### config.mk
export PLATFORM = sky130hd
export DESIGN_NAME = ff_updown_counter
export DESIGN_NICKNAME = d
export VERILOG_FILES = /design/src/rtl/ff_counter_pkg.sv /design/src/rtl/FDCE.sv /design/src/rtl/ff_updown_counter_bank.sv /design/src/rtl/ff_updown_counter.sv
export SDC_FILE = /design/constraint.sdc
export NUM_CORES = 1
export LEC_CHECK = 0
export ABC_AREA = 1
export CAP_MARGIN = 20
export CELL_PAD_IN_SITES_DETAIL_PLACEMENT = 2
export CELL_PAD_IN_SITES_GLOBAL_PLACEMENT = 2
export CORE_ASPECT_RATIO = 1.75
export CORE_MARGIN = 2
export CORE_UTILIZATION = 20
export CTS_CLUSTER_DIAMETER = 200
export DETAILED_ROUTE_END_ITERATION = 8
export PLACE_DENSITY = 0.81
export SKIP_LAST_GASP = 1
export SLEW_MARGIN = 40
export SYNTH_ARGS = -nofsm -noshare
export SYNTH_HDL_FRONTEND = slang
export SYNTH_SLANG_ARGS = --single-unit
### constraint.sdc
create_clock -name clk -period 1.5 [get_ports clk]
set_input_delay 0.45 -clock clk [delete_from_list [all_inputs] [get_ports clk]]
set_output_delay 0.45 -clock clk [all_outputs]
set_load 0.01 [all_outputs]
### src/rtl/ff_counter_pkg.sv
// rtl/ff_counter_pkg.sv - shared op encoding and control decode for the up/down counter
package ff_counter_pkg;

  typedef enum logic [2:0] {
    OP_HOLD,
    OP_CLEAR,
    OP_LOAD,
    OP_UP,
    OP_DOWN
  } counter_op_t;

  // Legacy rule: clear together with a count request freezes the counter.
  function automatic counter_op_t decode_op(input logic clear, input logic load,
                                            input logic plus, input logic minus);
    counter_op_t op;
    op = OP_HOLD;
    if (clear) begin
      op = (plus || minus) ? OP_HOLD : OP_CLEAR;
    end else if (load) begin
      op = OP_LOAD;
    end else if (plus && !minus) begin
      op = OP_UP;
    end else if (minus && !plus) begin
      op = OP_DOWN;
    end
    return op;
  endfunction

endpackage

### src/rtl/FDCE.sv
// rtl/FDCE.sv - behavioural D flip-flop with clock enable and async clear
module FDCE (
  input  logic C,
  input  logic CE,
  input  logic CLR,
  input  logic D,
  output logic Q
);

  // Clear dominates asynchronously; otherwise capture D when enabled.
  always_ff @(posedge C or posedge CLR) begin
    if (CLR) begin
      Q <= 1'b0;
    end else if (CE) begin
      Q <= D;
    end
  end

endmodule

### src/rtl/ff_updown_counter_bank.sv
// rtl/ff_updown_counter_bank.sv - WIDTH-bit bank of always-enabled FDCE cells
module ff_bank #(
  parameter int WIDTH = 4
) (
  input  logic             clk,
  input  logic             rst_n,
  input  logic [WIDTH-1:0] d,
  output logic [WIDTH-1:0] q
);

  logic clr;

  assign clr = ~rst_n;

  for (genvar i = 0; i < WIDTH; i++) begin : g_bit
    FDCE u_ff (
      .C  (clk),
      .CE (1'b1),
      .CLR(clr),
      .D  (d[i]),
      .Q  (q[i])
    );
  end

endmodule

### src/rtl/ff_updown_counter.sv
// rtl/ff_updown_counter.sv - parametrised up/down counter with load, wrap/saturate, tc and sticky ovf
module ff_updown_counter
  import ff_counter_pkg::*;
#(
  parameter int                WIDTH     = 4,
  parameter int unsigned       STEP      = 1,
  parameter bit                SATURATE  = 1'b0,
  parameter logic [WIDTH-1:0]  RESET_VAL = '0
) (
  input  logic             clk,
  input  logic             rst_n,
  input  logic             clear,
  input  logic             load,
  input  logic [WIDTH-1:0] load_val,
  input  logic             plus,
  input  logic             minus,
  output logic [WIDTH-1:0] Q,
  output logic [WIDTH-1:0] input_ff,
  output logic             tc,
  output logic             ovf
);

  localparam int XW = WIDTH + 1;
  localparam logic [WIDTH:0] STEP_X = XW'(STEP);

  counter_op_t      op;
  logic [WIDTH:0]   q_x;
  logic [WIDTH:0]   sum;
  logic [WIDTH:0]   diff;
  logic             carry;
  logic             borrow;
  logic             evt;
  logic [WIDTH-1:0] bank_d;
  logic [WIDTH-1:0] bank_q;

  assign op     = decode_op(clear, load, plus, minus);
  assign q_x    = {1'b0, Q};
  assign sum    = q_x + STEP_X;
  assign diff   = q_x - STEP_X;
  // Both operands fit in WIDTH bits, so the extra bit is exactly carry / borrow.
  assign carry  = sum[WIDTH];
  assign borrow = diff[WIDTH];

  // Next-state selection and terminal-count event; saturation clamps give evt at the limit too.
  always_comb begin
    input_ff = Q;
    evt      = 1'b0;
    case (op)
      OP_CLEAR: input_ff = RESET_VAL;
      OP_LOAD:  input_ff = load_val;
      OP_UP: begin
        evt      = carry;
        input_ff = (carry && SATURATE) ? {WIDTH{1'b1}} : sum[WIDTH-1:0];
      end
      OP_DOWN: begin
        evt      = borrow;
        input_ff = (borrow && SATURATE) ? {WIDTH{1'b0}} : diff[WIDTH-1:0];
      end
      default: input_ff = Q;
    endcase
  end

  // The FDCE cells only clear to zero, so the bank stores the count XOR RESET_VAL;
  // a cleared bank then reads back as RESET_VAL.
  assign bank_d = input_ff ^ RESET_VAL;
  assign Q      = bank_q ^ RESET_VAL;

  ff_bank #(
    .WIDTH(WIDTH)
  ) u_bank (
    .clk  (clk),
    .rst_n(rst_n),
    .d    (bank_d),
    .q    (bank_q)
  );

  // Registered tc pulse and sticky ovf, cleared only by reset or an accepted clear.
  always_ff @(posedge clk or negedge rst_n) begin
    if (!rst_n) begin
      tc  <= 1'b0;
      ovf <= 1'b0;
    end else begin
      tc <= evt;
      if (op == OP_CLEAR) begin
        ovf <= 1'b0;
      end else if (evt) begin
        ovf <= 1'b1;
      end
    end
  end

endmodule
==> After elaboration in Yosys (flattened, before gate mapping) <==
Index checks and enable logic that the tools add are counted.
{ "classes": {"addsub": 2, "n_eq_ne": 4, "n_mux": 9, "n_reduce_logical": 6} }
{ "op_table": {"columns": ["operator", "count"], "rows": [
  ["$pmux W4 S4", 1],
  ["$mux W3", 4],
  ["$eq A3 B2 Y1 const B", 2],
  ["$add A4 B1 Y5 const B", 1],
  ["$sub A4 B1 Y5 const B", 1],
  ["$eq A3 B1 Y1 const B", 1],
  ["$eq A3 B3 Y1 const B", 1],
  ["$mux W1", 3],
  ["$logic_and A1 B1 Y1", 2],
  ["$logic_not A1 Y1", 2],
  ["$pmux W1 S2", 1],
  ["$reduce_bool A2 Y1", 1],
  ["$logic_or A1 B1 Y1", 1]
]} }
{ "totals": {"ff_bits": 6, "in_bits": 10, "out_inout_bits": 10, "word_cells": 27} }

==> Depth between registers and ports, before layout <==
Gate-level depths: netlist of run 1.
{ "depth": {"ltp_word": 10, "mapped_depth": 9} }

==> Modules after synthesis <==
A second synthesis of run 1 with hierarchy kept.
{ "unflattened": {"hier_cells": 98, "hier_area_um2": 599.3} }
{ "modules_own_cells": {"columns": ["mod", "instances", "cells_each", "area_per_inst_um2", "seq_area_each_um2"], "rows": [
  ["ff_updown_counter", 1, 72, 416.6, 50.0],
  ["FDCE", 4, 6, 43.8, 25.0],
  ["ff_bank", 1, 2, 7.5, 0.0]
]} }

==> Least setup slack after synthesis of run 1 <==
OpenSTA, ideal clock, no wires.
{ "synth_timing": {"path_kind": "register to output", "startpoint": "register u_bank.g_bit[0].u_ff.Q", "endpoint": "output port input_ff[2]", "arrival_time_ps": 1179, "t_required_ps": 1050, "setup_slack_ps": -129, "stages_incl_launch_ff": 10, "path_buffers": 1, "cell_sequence": "dfrtp_1 > inv_1 > ha_1 > inv_1 > nor2_1 > o21ai_1 > nand2_1 > nor2_1 > nand2_1 > buf_4"} }
{ "synth_via": {"elab_chain_cells": 2, "elab_cells_between_ends": 3, "cone_classes": "2 x add/sub; 1 x mux"} }
{ "synth_rtl": {"columns": ["item", "line", "rtl"], "rows": [
  ["start: declaration", "FDCE.sv:7", "output logic Q"],
  ["start signal: assignment", "FDCE.sv:13", "Q <= 1'b0;"],
  ["start signal: assignment", "FDCE.sv:15", "Q <= D;"],
  ["$sub A4 B1 Y5 or $add A4 B1 Y5 (tied branches)", "ff_updown_counter.sv:39, ff_updown_counter.sv:38", null],
  ["$pmux W4 S4 (*)", "ff_updown_counter.sv:48", "case (op)"],
  ["end: declaration", "ff_updown_counter.sv:18", "output logic [WIDTH-1:0] input_ff,"]
]} }
Every way passes the cells marked *; elsewhere a longest branch is shown, timed or not.

==> Worst setup path in the final report of run 1 <==
{ "layout_timing": {"startpoint": "register u_bank.g_bit[2].u_ff.Q", "endpoint": "output port input_ff[3]"} }
{ "layout_via": {"elab_chain_cells": 2, "elab_cells_between_ends": 3, "cone_classes": "2 x add/sub; 1 x mux"} }
{ "layout_rtl": {"columns": ["item", "line"], "rows": [
  ["start: declaration", "FDCE.sv:7"],
  ["start signal: assignment", "FDCE.sv:13"],
  ["start signal: assignment", "FDCE.sv:15"],
  ["$sub A4 B1 Y5 or $add A4 B1 Y5 (tied branches)", "ff_updown_counter.sv:39, ff_updown_counter.sv:38"],
  ["$pmux W4 S4 (*)", "ff_updown_counter.sv:48"]
]} }
Marked as above.

==> metrics.txt, run 1 <==
Final Max Slew Viols=0; CTS tree=yes; Post-Layout Inst Area=1080 sq um; Critical Path End Type=output port; WL/cell=17.3 microns; Final GP Congestion=0.765; CP max FO=7; RSZ-0062 raised after global routing=true; IO Port Bufs=19; Leakage Power=between 0.5 and 0.6 nW; gr usage total=16.2%; TNS Setup=-1.70 ns; Clock Sink Count=6; slowest CP cell=dfrtp_2; Post-synth EDFFs=0; Seq. cell area=153 sq um; routed via count=680; Yosys reg bits=6; max cap viols=0; CP arrival=~1.5 ns; cts hold-fix bufs=0; Post-DRT Antenna Nets=0; critical setup path kind=register to output port; busiest grt layer=met2; DPL Wire Length=1700 microns; placed instance area=838 sq um; Yosys cell types=19; # DRC=0; antenna violations before repair=0; layout cells sized above 1=59.2%; status=complete, but fails checks; family with the most delay on the worst path=simple AND/OR/NAND/NOR gates; Post-synth top cells=nand2_1, inv_1, nand3_1; critical path, cell by cell=nor2_1, nand3_1, nand3_1, nand2_1, nor2_2, nand2_1, buf_2; CTS clk-pin slew, worst paths=0.04 ns; Multi-input gate area=about 380 sq um; met3 GRT Util=2.21%; clock skew=roughly 0.003 ns; drt total wl=2550 microns; Die W=approximately 44 microns; Synth Instances=83; syn avg cell area=6.69 sq um; failing checks=negative setup slack; area grow syn2layout=93.7%; slowest stage delay, CP=0.45 ns; register area share after synthesis=27.0%; clk buf depth=2; top cells by area, synth=dfrtp_1, nand2_1, buf_4, nand3_1, inv_1; Worst Path Required=1.05 ns; Top FF cell, synth=dfrtp_1; Async SR Flop Fraction=100%; Synthesis Warnings=0; Ports=20; endpoints failing hold=0; final setup vio count=5; met1 usage=roughly an eighth; min cycle time layout=1.98 ns; Worst slew margin=81.5%; DRT Pass-1 Iters=3; Final WS setup=-0.479 ns; first-pass GRT wire length=3590 microns; # fillers=just over 300; vias in the first global route=763; peak supply drop=approximately 0.00045 V; met2 usage=34.3%; most common cell in the synthesized netlist=nand2_1; fin crit share=132%; number of buffers created by CTS=3; Hold Crit Class=input port to asynchronous set/reset pin; Chip Height=~74 microns; Slew @ Worst Pin=0.276 ns; drt initial violations=4; post-layout util=40.5%; largest net degree at the start of global routing=8; H-tree depth=1; nets=134; Skew-Pair Late Insertion Delay=0.23 ns; crit path launch type=register; Initial Util=approximately a fifth; Synth Cell Area=556 sq um; pwr dens=approximately 920 nW/um^2; Placeable Area=2660 sq um; antenna cells=0; CP bufs+invs=1; Max Fclk=505 MHz; die area=around 3200 sq um; Synthesized Nets=95; Yosys top cell area share=27.0%; DR vias/cell=4.63; Yosys top cell by area=dfrtp_1; row cnt=25; grt total ovfl=0; root buffer cell=clkbuf_8
## registers in the layout, summed over array words and instances (netlist names)
name / flops
u_bank.g_bit.u_ff.Q: 4
ovf: 1
tc: 1
## layout make-up
type	count	area share, %
sequential	6	14.2
timing repair buffer	43	35.5
tap	27	3.14
multi-input combinational	53	35.6
clock buffer	3	3.84
inverter	15	7.79
## routing by layer
| metal | part of all wire [%] | vias up |
|---|---|---|
| met3 | 1.3 | 4 |
| li1 | - | 323 |
| met1 | 29 | 341 |
| met5 | 0 | - |
| met4 | 1.5 | 0 |
| met2 | 68 | 12 |
## final timing paths
path | start | endpoint | slack, ns | cells past startpoint
worst max-delay path | u_bank.g_bit[2].u_ff.Q | input_ff[3] | -0.48 | 7
worst min-delay path | rst_n | u_bank.g_bit[0].u_ff.Q | 0.47 | 1
worst max register to register | u_bank.g_bit[0].u_ff.Q | ovf | 0.11 | 10
worst min register to register | ovf | ovf | 0.56 | 3
max in group asynchronous | rst_n | u_bank.g_bit[1].u_ff.Q | 0.80 | 1
min in group clk | ovf | ovf | 0.56 | 3
## timing repair
action	4_1_cts	5_1_grt
hold endpoints to repair	0	0
setup buffers	6	7
pin swaps	8	11
setup endpoints to repair	16	8
resized for setup	67	27
## where the power goes
group,switching [W],internal (W)
clock,0.0000763,0.000173
sequential,0.0000366,0.000188
combinational,0.000248,0.000270
total,0.000361,0.000631
## metrics by stage
stage               hold WS, ns  total power, W  setup WS (ns)  std cells
floorplan                 0.154        0.000440        -0.0814         83
global placement          0.539        0.000590          -1.21        131
detailed placement        0.580        0.000608          -1.26        131
CTS                       0.480        0.000888         -0.449        140
global route              0.499         0.00105         -0.591        147
finish                    0.465        0.000992         -0.479        147
## worst register-to-register path: stages (launching register included)
cell and delay [ns]:
dfrtp_1 0.41, inv_2 0.08, ha_4 0.17, inv_4 0.05, nor2_4 0.04, buf_4 0.12
buf_4 0.13, nand3_4 0.08, nand3b_1 0.08, nand2_1 0.07, inv_1 0.04
## cell families (layout without fill, tap and decap cells)
group | after synthesis | after routing | synth area share [%]
simple gates | 49 | 49 | 43.7
buf+inv | 24 | 61 | 23.0
flops | 6 | 6 | 27.0
fa+ha+maj | 2 | 2 | 4.50
compound gates | 2 | 2 | 1.80
## placed cells by master (no fill, tap or decap)
master            n
ha_4              1
dfrtp_2           2
inv_12            1
buf_6             9
nor3_1            1
nand3_1           7
nand2_2           3
clkinv_8          1
nand3b_1          1
clkdlybuf4s50_1   5
clkbuf_8          3
buf_8             1
nor2_1            5
nand3_2           4
and3_4            1
o21ai_2           1
buf_2             5
nor2_2            3
nand4_1           1
clkdlybuf4s15_1   1
inv_4             1
nand2_8           1
inv_1             7
o21ai_1           1
inv_2             5
buf_12            1
dlygate4sd2_1     2
dfrtp_1           4
nand2_4           1
nor3_2            1
nor2_4            5
nand3_4           1
ha_2              1
nand2_1          14
buf_4            19
No activity file was read; power rests on OpenSTA's default activity.
==> inputs of run 2 (changes only) <==
Settings changed: CORE_ASPECT_RATIO 1.75 to 1.1, CTS_CLUSTER_DIAMETER 200 to not set.
==> run 2 against run 1 <==
  * The flow still finishes with violations (negative setup slack)
  * Clock skew is 0.0045 ns higher
  * Count of clock-buffer cells in the layout stayed put
  * Fmax is 2.7% higher
  * Core utilization is 0.59 points higher
  * Worst setup slack better by 0.052 ns
  * Clock power is 39% lower
  * Sequential power hardly changed
  * Via count is 0.44% lower
  * Largest power group unchanged
==> metrics.txt, run 2 (synthesis gave the netlist of run 1 again) <==
RSZ-0062 raised after global routing=true; status=complete, but fails checks; critical setup path kind=register to output port; vias in the first global route=just over 700; Critical Path End Type=output port; root buffer cell=clkbuf_4; DPL Wire Length=1690 microns; Slew @ Worst Pin=approximately 0.33 ns; worst setup path endpoint=input_ff[2]; Chip Height=59.3 microns; Most flops, register=u_bank.g_bit.u_ff.Q; placed instance area=853 sq um; IO Port Bufs=19; drt initial violations=8; antenna cells=0; post-layout util=41.1%; CP max FO=6; failing checks=negative setup slack; Critical Path Most Common Cell=nand2_1; Final Max Slew Viols=0; CTS tree=yes; dpl ws=-1.31 ns; Post-Layout Inst Area=1110 sq um; Worst slew margin=77.8%; fin crit share=128%; Skew-Pair Late Insertion Delay=0.25 ns; most frequent cells in the layout=buf_4, nand2_1, buf_6, nand3_1, inv_1; H-tree depth=1; max cap viols=0; grt total ovfl=0; routed via count=677; Largest register FFs=4; WL/cell=17.5 microns; CTS clk-pin slew, worst paths=0.05 ns; slowest stage delay, CP=0.46 ns; largest net degree at the start of global routing=10; met1 usage=a little under a fifth; CP arrival=1.48 ns; Min Hold Slack=0.469 ns; peak supply drop=0.000554 V; Max Fclk=519 MHz; CP Launch Point=u_bank.g_bit[2].u_ff.Q; antenna violations before repair=0; most common cell after layout, fill and taps aside=buf_4; busiest grt layer=met2; met3 GRT Util=2.78%; Placeable Area=around 2700 sq um; # DRC=0; Clock Sink Count=6; number of buffers created by CTS=3; cts hold-fix bufs=0; Die W=~54 microns; first-pass GRT wire length=between 3000 and 4000 microns; Initial Util=20.6%; Largest regs=u_bank.g_bit.u_ff.Q x4, ovf x1, tc x1; DR vias/cell=about 4.4; Leakage Power=0.575 nW; slowest CP cell=dfrtp_2; clk buf depth=2; min cycle time layout=1.93 ns; non-filler cells, final=155; drt total wl=2710 microns; final setup vio count=5; FF-to-FF End=ovf; die area=3220 sq um; crit path launch type=register; critical path, cell by cell=buf_4, nand2_1, inv_1, nor3_2, nor2_2, nand2_1, buf_2; DRT Pass-1 Iters=3; row cnt=20; setup slack, reg-to-reg=0.10 ns; Placed Cells=138; Reg2Reg Depth=10; met2 usage=between 30% and 40%; Post-DRT Antenna Nets=0; Hold Crit Class=input port to asynchronous set/reset pin; Ports=20; endpoints failing hold=0; worst r2r src=u_bank.g_bit[1].u_ff.Q; Final GP Congestion=just over 0.8; pwr dens=820 nW/um^2; layout cells sized above 1=59.8%; gr usage total=16.3%; area grow syn2layout=99.8%; nets=approximately 140; Final WS setup=-0.427 ns; Worst Path Required=1.05 ns; clock skew=0.00754 ns
-- run 2: how the worst min path moves through the flow --
| stage | end | slack [ns] | cells after the start |
|---|---|---|---|
| 2_1_floorplan | ovf | 0.15 | 0 |
| 3_3_place_gp | ovf | 0.55 | 3 |
| 3_5_place_dp | ovf | 0.59 | 3 |
| 4_1_cts | ovf | 0.48 | 1 |
| 5_1_grt | tc | 0.48 | 1 |
| 6_report | tc | 0.47 | 1 |
-- run 2: cell type report --
cell class                 instances  area (sq um)
inverter                          15          78.8
sequential                         6           153
clock buffer                       3          22.5
multi-input combinational         53           388
tap                               33          41.3
fill                             313          1590
timing repair buffer              45           427
-- run 2: through the flow --
step	power [W]	TNS, ns
after floorplan	0.000440	-0.164
after global placement	0.000588	-6.67
after detailed placement	0.000610	-7.43
after CTS	0.000798	-2.09
after global routing	0.000969	-1.90
final	0.000910	-1.52
-- run 2: per-layer routing --
layer | routed length [microns] | vias up
met3 | 71 | 4
met1 | 943 | 330
met5 | 0 | -
met4 | 50 | 0
met2 | 1640 | 17
li1 | - | 326
-- run 2: what timing repair did --
| action | 4_1_cts | 5_1_grt |
|---|---|---|
| pin swaps | 8 | 16 |
| endpoints found under the setup margin | 16 | 8 |
| setup buffers | 8 | 6 |
| resized for setup | 56 | 41 |
| hold endpoints to repair | 0 | 0 |
-- run 2: worst max-delay path: cells and delay by family, from the launching register on --
kind / cells / cell delay (ns)
DFF: 1 / 0.46
and+or+nand+nor: 4 / 0.40
buffers and inverters: 3 / 0.36
-- run 2: power breakdown --
group	internal [W]	leakage, nW	switching, W
clock network	0.0000906	0.0138	0.0000600
logic	0.000278	0.486	0.000255
registers	0.000188	0.0750	0.0000380
total	0.000557	0.575	0.000353
